File: src/rtl/serial_divider_ctrl.sv
// serial_divider_ctrl: sequencer for an unsigned restoring long-division
// machine. One shift-and-trial-subtract iteration per clock through a
// WIDTH+1 cell ripple subtractor; returns quotient, remainder and a
// divide-by-zero flag. Owns every datapath register.
module serial_divider_ctrl #(
  parameter int unsigned WIDTH = 8
) (
  input  logic             clk,
  input  logic             rst,
  input  logic             start,
  input  logic [WIDTH-1:0] dividend,
  input  logic [WIDTH-1:0] divisor,
  output logic             busy,
  output logic             done,
  output logic [WIDTH-1:0] quotient,
  output logic [WIDTH-1:0] remainder,
  output logic             div_by_zero
);

  localparam int unsigned CW = $clog2(WIDTH + 1);
  localparam logic [CW-1:0] LAST_ITER = CW'(WIDTH - 1);

  typedef enum logic [1:0] {
    IDLE = 2'd0,
    RUN  = 2'd1,
    DONE = 2'd2
  } state_e;

  state_e state_q, state_d;

  logic [WIDTH:0]   r_q, r_d;        // partial remainder
  logic [WIDTH-1:0] q_q, q_d;        // dividend out / quotient in
  logic [WIDTH-1:0] d_q, d_d;        // latched divisor
  logic [CW-1:0]    cnt_q, cnt_d;    // iterations completed
  logic [WIDTH-1:0] quot_q, quot_d;
  logic [WIDTH-1:0] rem_q, rem_d;
  logic             dbz_q, dbz_d;
  logic             busy_q, busy_d;
  logic             done_q, done_d;

  // Ripple chain of full-adder cells computing a + b + 1.
  // Returns {carry_out, sum}.
  function automatic logic [WIDTH+1:0] ripple_add_cin1(
    input logic [WIDTH:0] a,
    input logic [WIDTH:0] b
  );
    logic [WIDTH+1:0] c;
    logic [WIDTH:0]   s;
    c    = '0;
    s    = '0;
    c[0] = 1'b1;
    for (int unsigned i = 0; i < WIDTH + 1; i++) begin
      s[i]     = a[i] ^ b[i] ^ c[i];
      c[i + 1] = (a[i] & b[i]) | (c[i] & (a[i] ^ b[i]));
    end
    return {c[WIDTH + 1], s};
  endfunction

  logic [WIDTH:0]   trial_s;   // shifted partial remainder
  logic [WIDTH:0]   trial_t;   // trial difference
  logic             trial_c;   // carry-out: 1 means no borrow
  logic [WIDTH:0]   iter_r;
  logic [WIDTH-1:0] iter_q;

  // One restoring-division iteration on the current register contents.
  // The shifts drop R's MSB, which is always 0 since R < D after every step.
  always_comb begin
    trial_s = (r_q << 1) | {{WIDTH{1'b0}}, q_q[WIDTH-1]};
    {trial_c, trial_t} = ripple_add_cin1(trial_s, ~{1'b0, d_q});
    iter_r  = trial_c ? trial_t : trial_s;
    iter_q  = (q_q << 1) | {{(WIDTH-1){1'b0}}, trial_c};
  end

  // Next-state and datapath update for the sequencer.
  always_comb begin
    state_d = state_q;
    r_d     = r_q;
    q_d     = q_q;
    d_d     = d_q;
    cnt_d   = cnt_q;
    quot_d  = quot_q;
    rem_d   = rem_q;
    dbz_d   = dbz_q;

    case (state_q)
      IDLE, DONE: begin
        if (start) begin
          r_d     = '0;
          q_d     = dividend;
          d_d     = divisor;
          cnt_d   = '0;
          quot_d  = '0;
          rem_d   = '0;
          dbz_d   = 1'b0;
          state_d = RUN;
        end else begin
          state_d = IDLE;
        end
      end
      RUN: begin
        if (d_q == '0) begin
          // Q still holds the untouched dividend on the first RUN edge.
          quot_d  = '1;
          rem_d   = q_q;
          dbz_d   = 1'b1;
          state_d = DONE;
        end else begin
          r_d   = iter_r;
          q_d   = iter_q;
          cnt_d = cnt_q + CW'(1);
          if (cnt_q == LAST_ITER) begin
            quot_d  = iter_q;
            rem_d   = iter_r[WIDTH-1:0];
            dbz_d   = 1'b0;
            state_d = DONE;
          end
        end
      end
      default: state_d = IDLE;
    endcase

    busy_d = (state_d == RUN);
    done_d = (state_d == DONE);
  end

  // State and datapath registers with synchronous reset.
  always_ff @(posedge clk) begin
    if (rst) begin
      state_q <= IDLE;
      r_q     <= '0;
      q_q     <= '0;
      d_q     <= '0;
      cnt_q   <= '0;
      quot_q  <= '0;
      rem_q   <= '0;
      dbz_q   <= 1'b0;
      busy_q  <= 1'b0;
      done_q  <= 1'b0;
    end else begin
      state_q <= state_d;
      r_q     <= r_d;
      q_q     <= q_d;
      d_q     <= d_d;
      cnt_q   <= cnt_d;
      quot_q  <= quot_d;
      rem_q   <= rem_d;
      dbz_q   <= dbz_d;
      busy_q  <= busy_d;
      done_q  <= done_d;
    end
  end

  assign busy        = busy_q;
  assign done        = done_q;
  assign quotient    = quot_q;
  assign remainder   = rem_q;
  assign div_by_zero = dbz_q;

endmodule

File: config.mk
export PLATFORM = sky130hd
export DESIGN_NAME = serial_divider_ctrl
export DESIGN_NICKNAME = d
export VERILOG_FILES = /design/src/rtl/serial_divider_ctrl.sv
export SDC_FILE = /design/constraint.sdc
export NUM_CORES = 1
export LEC_CHECK = 0
export CAP_MARGIN = 20
export CORE_MARGIN = 8
export CORE_UTILIZATION = 45
export CTS_CLUSTER_DIAMETER = 50
export DETAILED_ROUTE_END_ITERATION = 10
export DONT_BUFFER_PORTS = 1
export SYNTH_ARGS = -nofsm -noshare
export SYNTH_HDL_FRONTEND = slang
export SYNTH_SLANG_ARGS = --single-unit
File: constraint.sdc
create_clock -name clk -period 6.6 [get_ports clk]
set_input_delay 0.33 -clock clk [delete_from_list [all_inputs] [get_ports clk]]
set_output_delay 0.33 -clock clk [all_outputs]
set_load 0.005 [all_outputs]
==> summary.txt, run 1 <==
Global routing
  • Number of global-route vias before repair: 1,701
  • Pin count of the biggest net entering global routing: 40
  • Overflow after GRT: 0
  • Total routing resource utilization after global routing: 14.4%
  • Number of antenna violations at the first check in global routing: 0
  • First-pass GRT wire length: 8.62 mm

Place
  • Post-DP HPWL: 3.61 mm
  • Port bufs: 0
  • Placer Congestion: 0.749
  • Worst-case setup slack after placement: 1.93 ns
  • Post-placement cell count: 298

Detailed routing
  • First-iteration detailed-routing DRC count: 105
  • Number of detailed-routing iterations run before antenna repair: 4
  • Mean routed wirelength per cell: 16.7 um
  • Detailed Route WL: 5.10 mm
  • DRC errors left: 0
  • Remaining antenna violation count: 0
  • Routed via count: 1,716
  • Routed via count divided by cell count: 5.61

CTS
  • Clock-pin slew on the worst setup and hold paths: 0.09 ns
  • TritonCTS clock tree: built
  • Latest clock arrival within the worst-skew pair: 0.31 ns
  • Total clock sinks: 49
  • TritonCTS buffer count: 5
  • Clock tree buffer depth: 2
  • CTS Hold Buffers Added: 0
  • Number of H-tree levels: 2
  • Number of gates resized after CTS: 0
  • Count of buffers added by post-CTS timing repair for setup: 0
  • CTS root buffer: sky130_fd_sc_hd__clkbuf_8

Setup path
  • Depth of the worst register-to-register path: 14
  • CP peak stage delay: 0.46 ns
  • Arrival time reported for the critical path endpoint: 4.89 ns
  • Setup slack of the worst register-to-register path: 1.95 ns
  • Type of the worst setup path: flip-flop to flip-flop
  • Critical Path Fanout Max: 10
  • Critical R2R Launch: q_q[7]$_SDFFE_PP0P_
  • Critical path startpoint category: flip-flop
  • CP max-delay cell: sky130_fd_sc_hd__nor2_2
  • Endpoint type of the worst setup path: flip-flop
  • Critical path's most frequent cell: sky130_fd_sc_hd__fa_1
  • Cell Chain, Critical Path: inv_1, ha_1, inv_1, fa_1, fa_1, fa_1, fa_1, fa_1, fa_1, fa_1, nor2_2, mux2_2, or3_1, a21oi_2
  • Critical Path RT: 6.85 ns
  • Worst reg2reg path endpoint: r_q[0]$_SDFFE_PP0P_

Die
  • Num rows: 26
  • X dimension of the die: 87.6 um
  • Boundary pin count: 38
  • DIE AREA: 0.00768 sq mm
  • Placeable core region: 0.00504 sq mm
  • Vertical die dimension: 87.6 um
  • Effective utilization at floorplan: 45.8%

Synth
  • Mean instance size in the synthesized netlist: 9.62 sq um
  • Count leader, synth: sky130_fd_sc_hd__dfxtp_1
  • Cell type with the highest aggregate area in the netlist: sky130_fd_sc_hd__dfxtp_1
  • Synth top area cells: sky130_fd_sc_hd__dfxtp_1, sky130_fd_sc_hd__fa_1, sky130_fd_sc_hd__nand2_1
  • Area share of the largest cell type after synthesis: 42.5%
  • Cell count after synthesis: 240
  • Distinct cell type count after synthesis: 41
  • Number of warnings reported in the yosys synthesis log: 0
  • Commonest register cell after synthesis: sky130_fd_sc_hd__dfxtp_1
  • Flops & latches, synth: 49
  • Top cells by instance count after synthesis: sky130_fd_sc_hd__dfxtp_1, sky130_fd_sc_hd__nand2_1, sky130_fd_sc_hd__a21oi_1, sky130_fd_sc_hd__inv_1, sky130_fd_sc_hd__nor2_1
  • Number of enable-type register cells in the synthesized netlist: 0
  • Post-Syn Nets: 268
  • Asr flop ratio synth: 0%
  • Part of the Yosys area used for sequential elements: 42.5%
  • Cell area after synthesis: 0.00231 sq mm

Layout
  • Non-Filler Instances: 306
  • # diodes: 0
  • Area Growth Syn to Fin: 4.82%
  • Number of nets at the end of the flow: 263
  • Post-layout util: 48.0%
  • Ratio of cells with drive above 1 in the final layout: 15.3%

STA
  • Post-route worst setup slack: 1.95 ns
  • Minimum clock period: 4.65 ns
  • Clock tree skew after final layout: 0.00895 ns
  • Final Hold Fails: 0
  • Pin slew with the least headroom to its limit: 0.786 ns
  • Final setup violation count: 0
  • Final slew viol count: 0
  • Share of the clock period used by the worst path after layout: 70.4%
  • F_max: 215 MHz
  • RSZ-0062 raised after global routing: false
  • Aggregate negative setup slack: 0 ns
  • Max transition margin: 47.1%

Run
  • Maximum Capacitance Violations: 0

Power
  • Peak supply drop: 101 uV
  • Power density over cell area: 250 mW/mm^2
  • Pleak: 0.811 nW

Worst hold path
  • Hold endpoint: cnt_q[1]$_SDFFE_PP0P_
  • Hold path cells: 1
  • Class of the most critical hold timing path: primary input to flip-flop
  • Worst hold path startpoint: rst

Run status
  • Result of the run: finished clean
## state kept, by name, indices dropped and copies added, names as in the netlist
name,cells
cnt_q,4
state_q,2
d_q,8
q_q,8
div_by_zero,1
done,1
remainder,8
busy,1
r_q,8
quotient,8
## report_power, final
part	internal, mW	leakage, nW	switching [mW]
registers	0.310	0.399	0.0130
clock network	0.0753	0.0445	0.105
logic	0.0380	0.368	0.0641
total	0.423	0.811	0.182
## metal layers
layer	track usage, %	routed length [um]	vias to the layer above
met5	0	0	-
met4	4.22	55	0
met3	4.03	342	6
met2	22.5	2370	49
met1	18.7	2330	817
li1	-	-	844
## worst max-delay path by stage
stage | slack, ns | end | cells after the start | from
after floorplan | 2.17 | r_q[0]$_SDFFE_PP0P_ | 14 | q_q[7]$_SDFFE_PP0P_
after global placement | 2.01 | r_q[0]$_SDFFE_PP0P_ | 14 | q_q[7]$_SDFFE_PP0P_
after detailed placement | 1.93 | r_q[0]$_SDFFE_PP0P_ | 14 | q_q[7]$_SDFFE_PP0P_
after CTS | 1.94 | r_q[0]$_SDFFE_PP0P_ | 14 | q_q[7]$_SDFFE_PP0P_
after global routing | 1.73 | r_q[0]$_SDFFE_PP0P_ | 14 | q_q[7]$_SDFFE_PP0P_
final | 1.95 | r_q[0]$_SDFFE_PP0P_ | 14 | q_q[7]$_SDFFE_PP0P_
## logic make-up (layout without fill, tap and decap cells)
family,after synthesis,after routing,share of synthesized area [%]
buf+inv,31,27,6.28
fa+ha+maj,9,9,7.15
xor+xnor,3,3,1.14
compound gates,58,58,19.6
mux,8,8,3.52
flops,49,49,42.5
simple gates,82,82,19.9
## critical path: cells and delay by family, from the launching register on
kind / cells / cell delay [ns]
simple gates: 2 / 0.78
compound gates: 1 / 0.12
flops: 1 / 0.32
buf+inv: 2 / 0.14
fa+ha+maj: 8 / 2.83
mux: 1 / 0.41
## layout make-up
type,instances,area [sq um]
clock buffers,5,68.8
well taps,70,87.6
flip-flops and latches,49,981
clock inverters,3,21.3
inverters,17,63.8
repair buffers,2,15.0
fillers,508,2620
multi-input cells,160,1180
## through the flow
step                power (mW)  hold WS [ns]  cell area (sq um)
floorplan                0.417         0.456               2310
global placement         0.432         0.396               2330
detailed placement       0.433         0.400               2330
CTS                      0.615        0.0611               2420
global route             0.641        0.0493               2420
finish                   0.606        0.0761               2420
## layout by cell type (no fill, tap or decap), types with 4 or more instances in the layout
cell                        n
sky130_fd_sc_hd__a21oi_1   17
sky130_fd_sc_hd__a21oi_2   10
sky130_fd_sc_hd__a221o_1    8
sky130_fd_sc_hd__a221oi_1   8
sky130_fd_sc_hd__a22oi_1    6
sky130_fd_sc_hd__clkbuf_8   5
sky130_fd_sc_hd__dfxtp_1   49
sky130_fd_sc_hd__fa_1       7
sky130_fd_sc_hd__inv_1     17
sky130_fd_sc_hd__mux2i_1    7
sky130_fd_sc_hd__nand2_1   25
sky130_fd_sc_hd__nand2b_1   4
sky130_fd_sc_hd__nand3_1    9
sky130_fd_sc_hd__nand3_2    9
sky130_fd_sc_hd__nor2_1    16
sky130_fd_sc_hd__or3_1      8
(Power assumes the default switching activity.)
==> inputs of run 2 (changes only) <==
--- a/config.mk
+++ b/config.mk
@@ -5,6 +5,7 @@
 export SDC_FILE = /design/constraint.sdc
 export NUM_CORES = 1
 export LEC_CHECK = 0
+export ABC_AREA = 1
 export CAP_MARGIN = 20
 export CORE_MARGIN = 8
 export CORE_UTILIZATION = 45
==> constraint.sdc (replaced) <==
create_clock -name clk -period 4.6 [get_ports clk]
set_input_delay 0.23 -clock clk [delete_from_list [all_inputs] [get_ports clk]]
set_output_delay 0.23 -clock clk [all_outputs]
set_load 0.005 [all_outputs]
==> summary.txt, run 2 <==
Run status
  • Result of the run: finished clean

CTS
  • Clock-pin slew on the worst setup and hold paths: 0.09 ns
  • Number of gates resized after CTS: 0
  • TritonCTS buffer count: 5
  • Total clock sinks: 49
  • CTS root buffer: sky130_fd_sc_hd__clkbuf_8
  • Number of H-tree levels: 2
  • Clock tree buffer depth: 2
  • TritonCTS clock tree: built
  • Latest clock arrival within the worst-skew pair: 0.30 ns

Power
  • Pleak: 1.32 nW
  • Final total power: 1.07 mW
  • Peak supply drop: 189 uV
  • Power density over cell area: 397 mW/mm^2

Setup path
  • Critical R2R Launch: q_q[7]$_SDFFE_PP0P_
  • Endpoint type of the worst setup path: flip-flop
  • Origin of the worst setup path: q_q[7]$_SDFFE_PP0P_
  • Critical Path Fanout Max: 9
  • Type of the worst setup path: flip-flop to flip-flop
  • Arrival time reported for the critical path endpoint: 4.55 ns
  • Critical path startpoint category: flip-flop
  • Critical Path RT: 4.84 ns
  • Depth of the worst register-to-register path: 19

Synth
  • Commonest register cell after synthesis: sky130_fd_sc_hd__dfxtp_1
  • Post-Syn Nets: 398
  • Cell type with the highest aggregate area in the netlist: sky130_fd_sc_hd__dfxtp_1
  • Synth top area cells: sky130_fd_sc_hd__dfxtp_1, sky130_fd_sc_hd__nand2_1, sky130_fd_sc_hd__nor2_1
  • Asr flop ratio synth: 0%
  • Cell area after synthesis: 0.00256 sq mm
  • Number of enable-type register cells in the synthesized netlist: 0
  • Cell count after synthesis: 370
  • Top cells by instance count after synthesis: sky130_fd_sc_hd__nand2_1, sky130_fd_sc_hd__nor2_1, sky130_fd_sc_hd__dfxtp_1
  • Area share of the largest cell type after synthesis: 38.3%
  • Number of warnings reported in the yosys synthesis log: 0
  • Part of the Yosys area used for sequential elements: 38.3%
  • Flops & latches, synth: 49
  • Mean instance size in the synthesized netlist: 6.92 sq um
  • Count leader, synth: sky130_fd_sc_hd__nand2_1
  • Distinct cell type count after synthesis: 26

Layout
  • Area Growth Syn to Fin: 4.94%
  • Number of nets at the end of the flow: 395
  • Most frequent standard cell in the layout excluding fill and tap cells: sky130_fd_sc_hd__nand2_1
  • Post-layout util: 48.8%
  • Fin area: 0.00269 sq mm
  • # diodes: 0
  • Commonest cells after routing, fill and taps aside: sky130_fd_sc_hd__nand2_1, sky130_fd_sc_hd__nor2_1, sky130_fd_sc_hd__dfxtp_1, sky130_fd_sc_hd__inv_1, sky130_fd_sc_hd__a21oi_1
  • Ratio of cells with drive above 1 in the final layout: 8.42%

Detailed routing
  • Detailed Route WL: 5.84 mm
  • Mean routed wirelength per cell: 13.3 um
  • Number of detailed-routing iterations run before antenna repair: 4
  • Routed via count divided by cell count: 4.94
  • DRC errors left: 0
  • First-iteration detailed-routing DRC count: 104
  • Routed via count: 2,174
  • Remaining antenna violation count: 0

Global routing
  • Number of antenna violations at the first check in global routing: 0
  • First-pass GRT wire length: 10.0 mm
  • Pin count of the biggest net entering global routing: 36
  • Overflow after GRT: 0
  • Total routing resource utilization after global routing: 14.4%
  • Number of global-route vias before repair: 2,153

STA
  • Minimum clock period: 4.30 ns
  • Pin slew with the least headroom to its limit: 0.529 ns
  • Final slew viol count: 0
  • RSZ-0062 raised after global routing: false
  • WHS: 0.0819 ns
  • Final setup violation count: 0
  • Clock tree skew after final layout: 0.00486 ns
  • Max transition margin: 64.6%
  • Final Hold Fails: 0
  • Share of the clock period used by the worst path after layout: 93.5%
  • Aggregate negative setup slack: 0 ns
  • F_max: 232 MHz

Place
  • Post-DP HPWL: 4.06 mm
  • Placer Congestion: 0.813
  • DP Area: 0.00253 sq mm
  • Port bufs: 0

Die
  • DIE AREA: 0.00836 sq mm
  • Vertical die dimension: 91.4 um
  • Num rows: 27
  • Effective utilization at floorplan: 46.5%
  • X dimension of the die: 91.4 um
  • Placeable core region: 0.00551 sq mm
  • Boundary pin count: 38

Worst hold path
  • Worst hold path startpoint: divisor[0]
  • Class of the most critical hold timing path: primary input to flip-flop
  • Hold path cells: 2

Run
  • Maximum Capacitance Violations: 0
[run 2: changes by cell type after synthesis, moves of 9 or more]
cell and change:
sky130_fd_sc_hd__a21oi_1 +9, sky130_fd_sc_hd__inv_1 +22, sky130_fd_sc_hd__a21oi_2 -10, sky130_fd_sc_hd__o21ai_1 +11, sky130_fd_sc_hd__o21ai_0 +11, sky130_fd_sc_hd__nand2_1 +94, sky130_fd_sc_hd__nand3_2 -9, sky130_fd_sc_hd__nor2_1 +37
[run 2: kinds of logic (layout without fill, tap and decap cells)]
logic type	count (synthesis)	count (layout)	share of synthesized area, %
xor+xnor	1	1	0.342
flops	49	49	38.3
compound gates	49	49	9.73
buf+inv	61	59	11.5
simple gates	201	201	33.7
fa+ha+maj	9	9	6.45
[run 2: worst paths after layout]
| check | end | slack [ns] |
|---|---|---|
| hold / removal | d_q[0]$_SDFFE_PP0P_ | 0.08 |
| setup / recovery | remainder[4]$_SDFFE_PP0P_ | 0.30 |
| setup reg to reg | remainder[4]$_SDFFE_PP0P_ | 0.30 |
| hold reg to reg | q_q[0]$_SDFFE_PP0P_ | 0.49 |
[run 2: layout make-up]
cell class              count  area, sq um
clock buffers               6         72.6
clock inverters             2         10.0
fillers                   570         2820
inverters                  42          158
multi-input cells         260         1280
flip-flops and latches     49          981
well taps                  72         90.1
repair buffers              9         90.1
[run 2: worst max-delay path, cell delays in order, from the launching register on]
cell,delay (ns)
sky130_fd_sc_hd__dfxtp_1,0.32
sky130_fd_sc_hd__inv_1,0.09
sky130_fd_sc_hd__ha_1,0.15
sky130_fd_sc_hd__inv_1,0.05
sky130_fd_sc_hd__fa_1,0.37
sky130_fd_sc_hd__fa_1,0.38
sky130_fd_sc_hd__fa_1,0.40
sky130_fd_sc_hd__fa_1,0.39
sky130_fd_sc_hd__fa_1,0.39
sky130_fd_sc_hd__fa_1,0.39
sky130_fd_sc_hd__fa_1,0.42
sky130_fd_sc_hd__nor2_4,0.20
sky130_fd_sc_hd__inv_2,0.11
sky130_fd_sc_hd__nand2_1,0.08
sky130_fd_sc_hd__nand3_1,0.11
sky130_fd_sc_hd__nand2_1,0.10
sky130_fd_sc_hd__nand2_1,0.07
sky130_fd_sc_hd__nand2_1,0.07
sky130_fd_sc_hd__nand2_1,0.06
sky130_fd_sc_hd__nor2_1,0.09
[run 2: per-layer routing]
metal / track usage (%) / wire (um)
met4: 4.23 / 57
met1: 17.5 / 2750
met3: 3.87 / 328
met5: 0 / 0
met2: 24.2 / 2700
[run 2: timing repair]
action,in CTS,in global routing
setup endpoints to repair,0,3
hold buffers,1,0
setup buffers,0,5
hold endpoints to repair,13,0
[run 2: metrics by stage]
stage | cells | setup slack [ns]
6_report | 440 | 0.298
5_1_grt | 440 | 0.0204
4_1_cts | 434 | 0.219
3_5_place_dp | 425 | 0.243
3_3_place_gp | 425 | 0.354
2_1_floorplan | 370 | 0.659
[run 2: power by group]
| group | internal, mW | total [mW] | switching (mW) |
|---|---|---|---|
| clock network | 0.106 | 0.245 | 0.140 |
| registers | 0.468 | 0.502 | 0.0346 |
| logic | 0.122 | 0.320 | 0.198 |
| total | 0.695 | 1.07 | 0.372 |
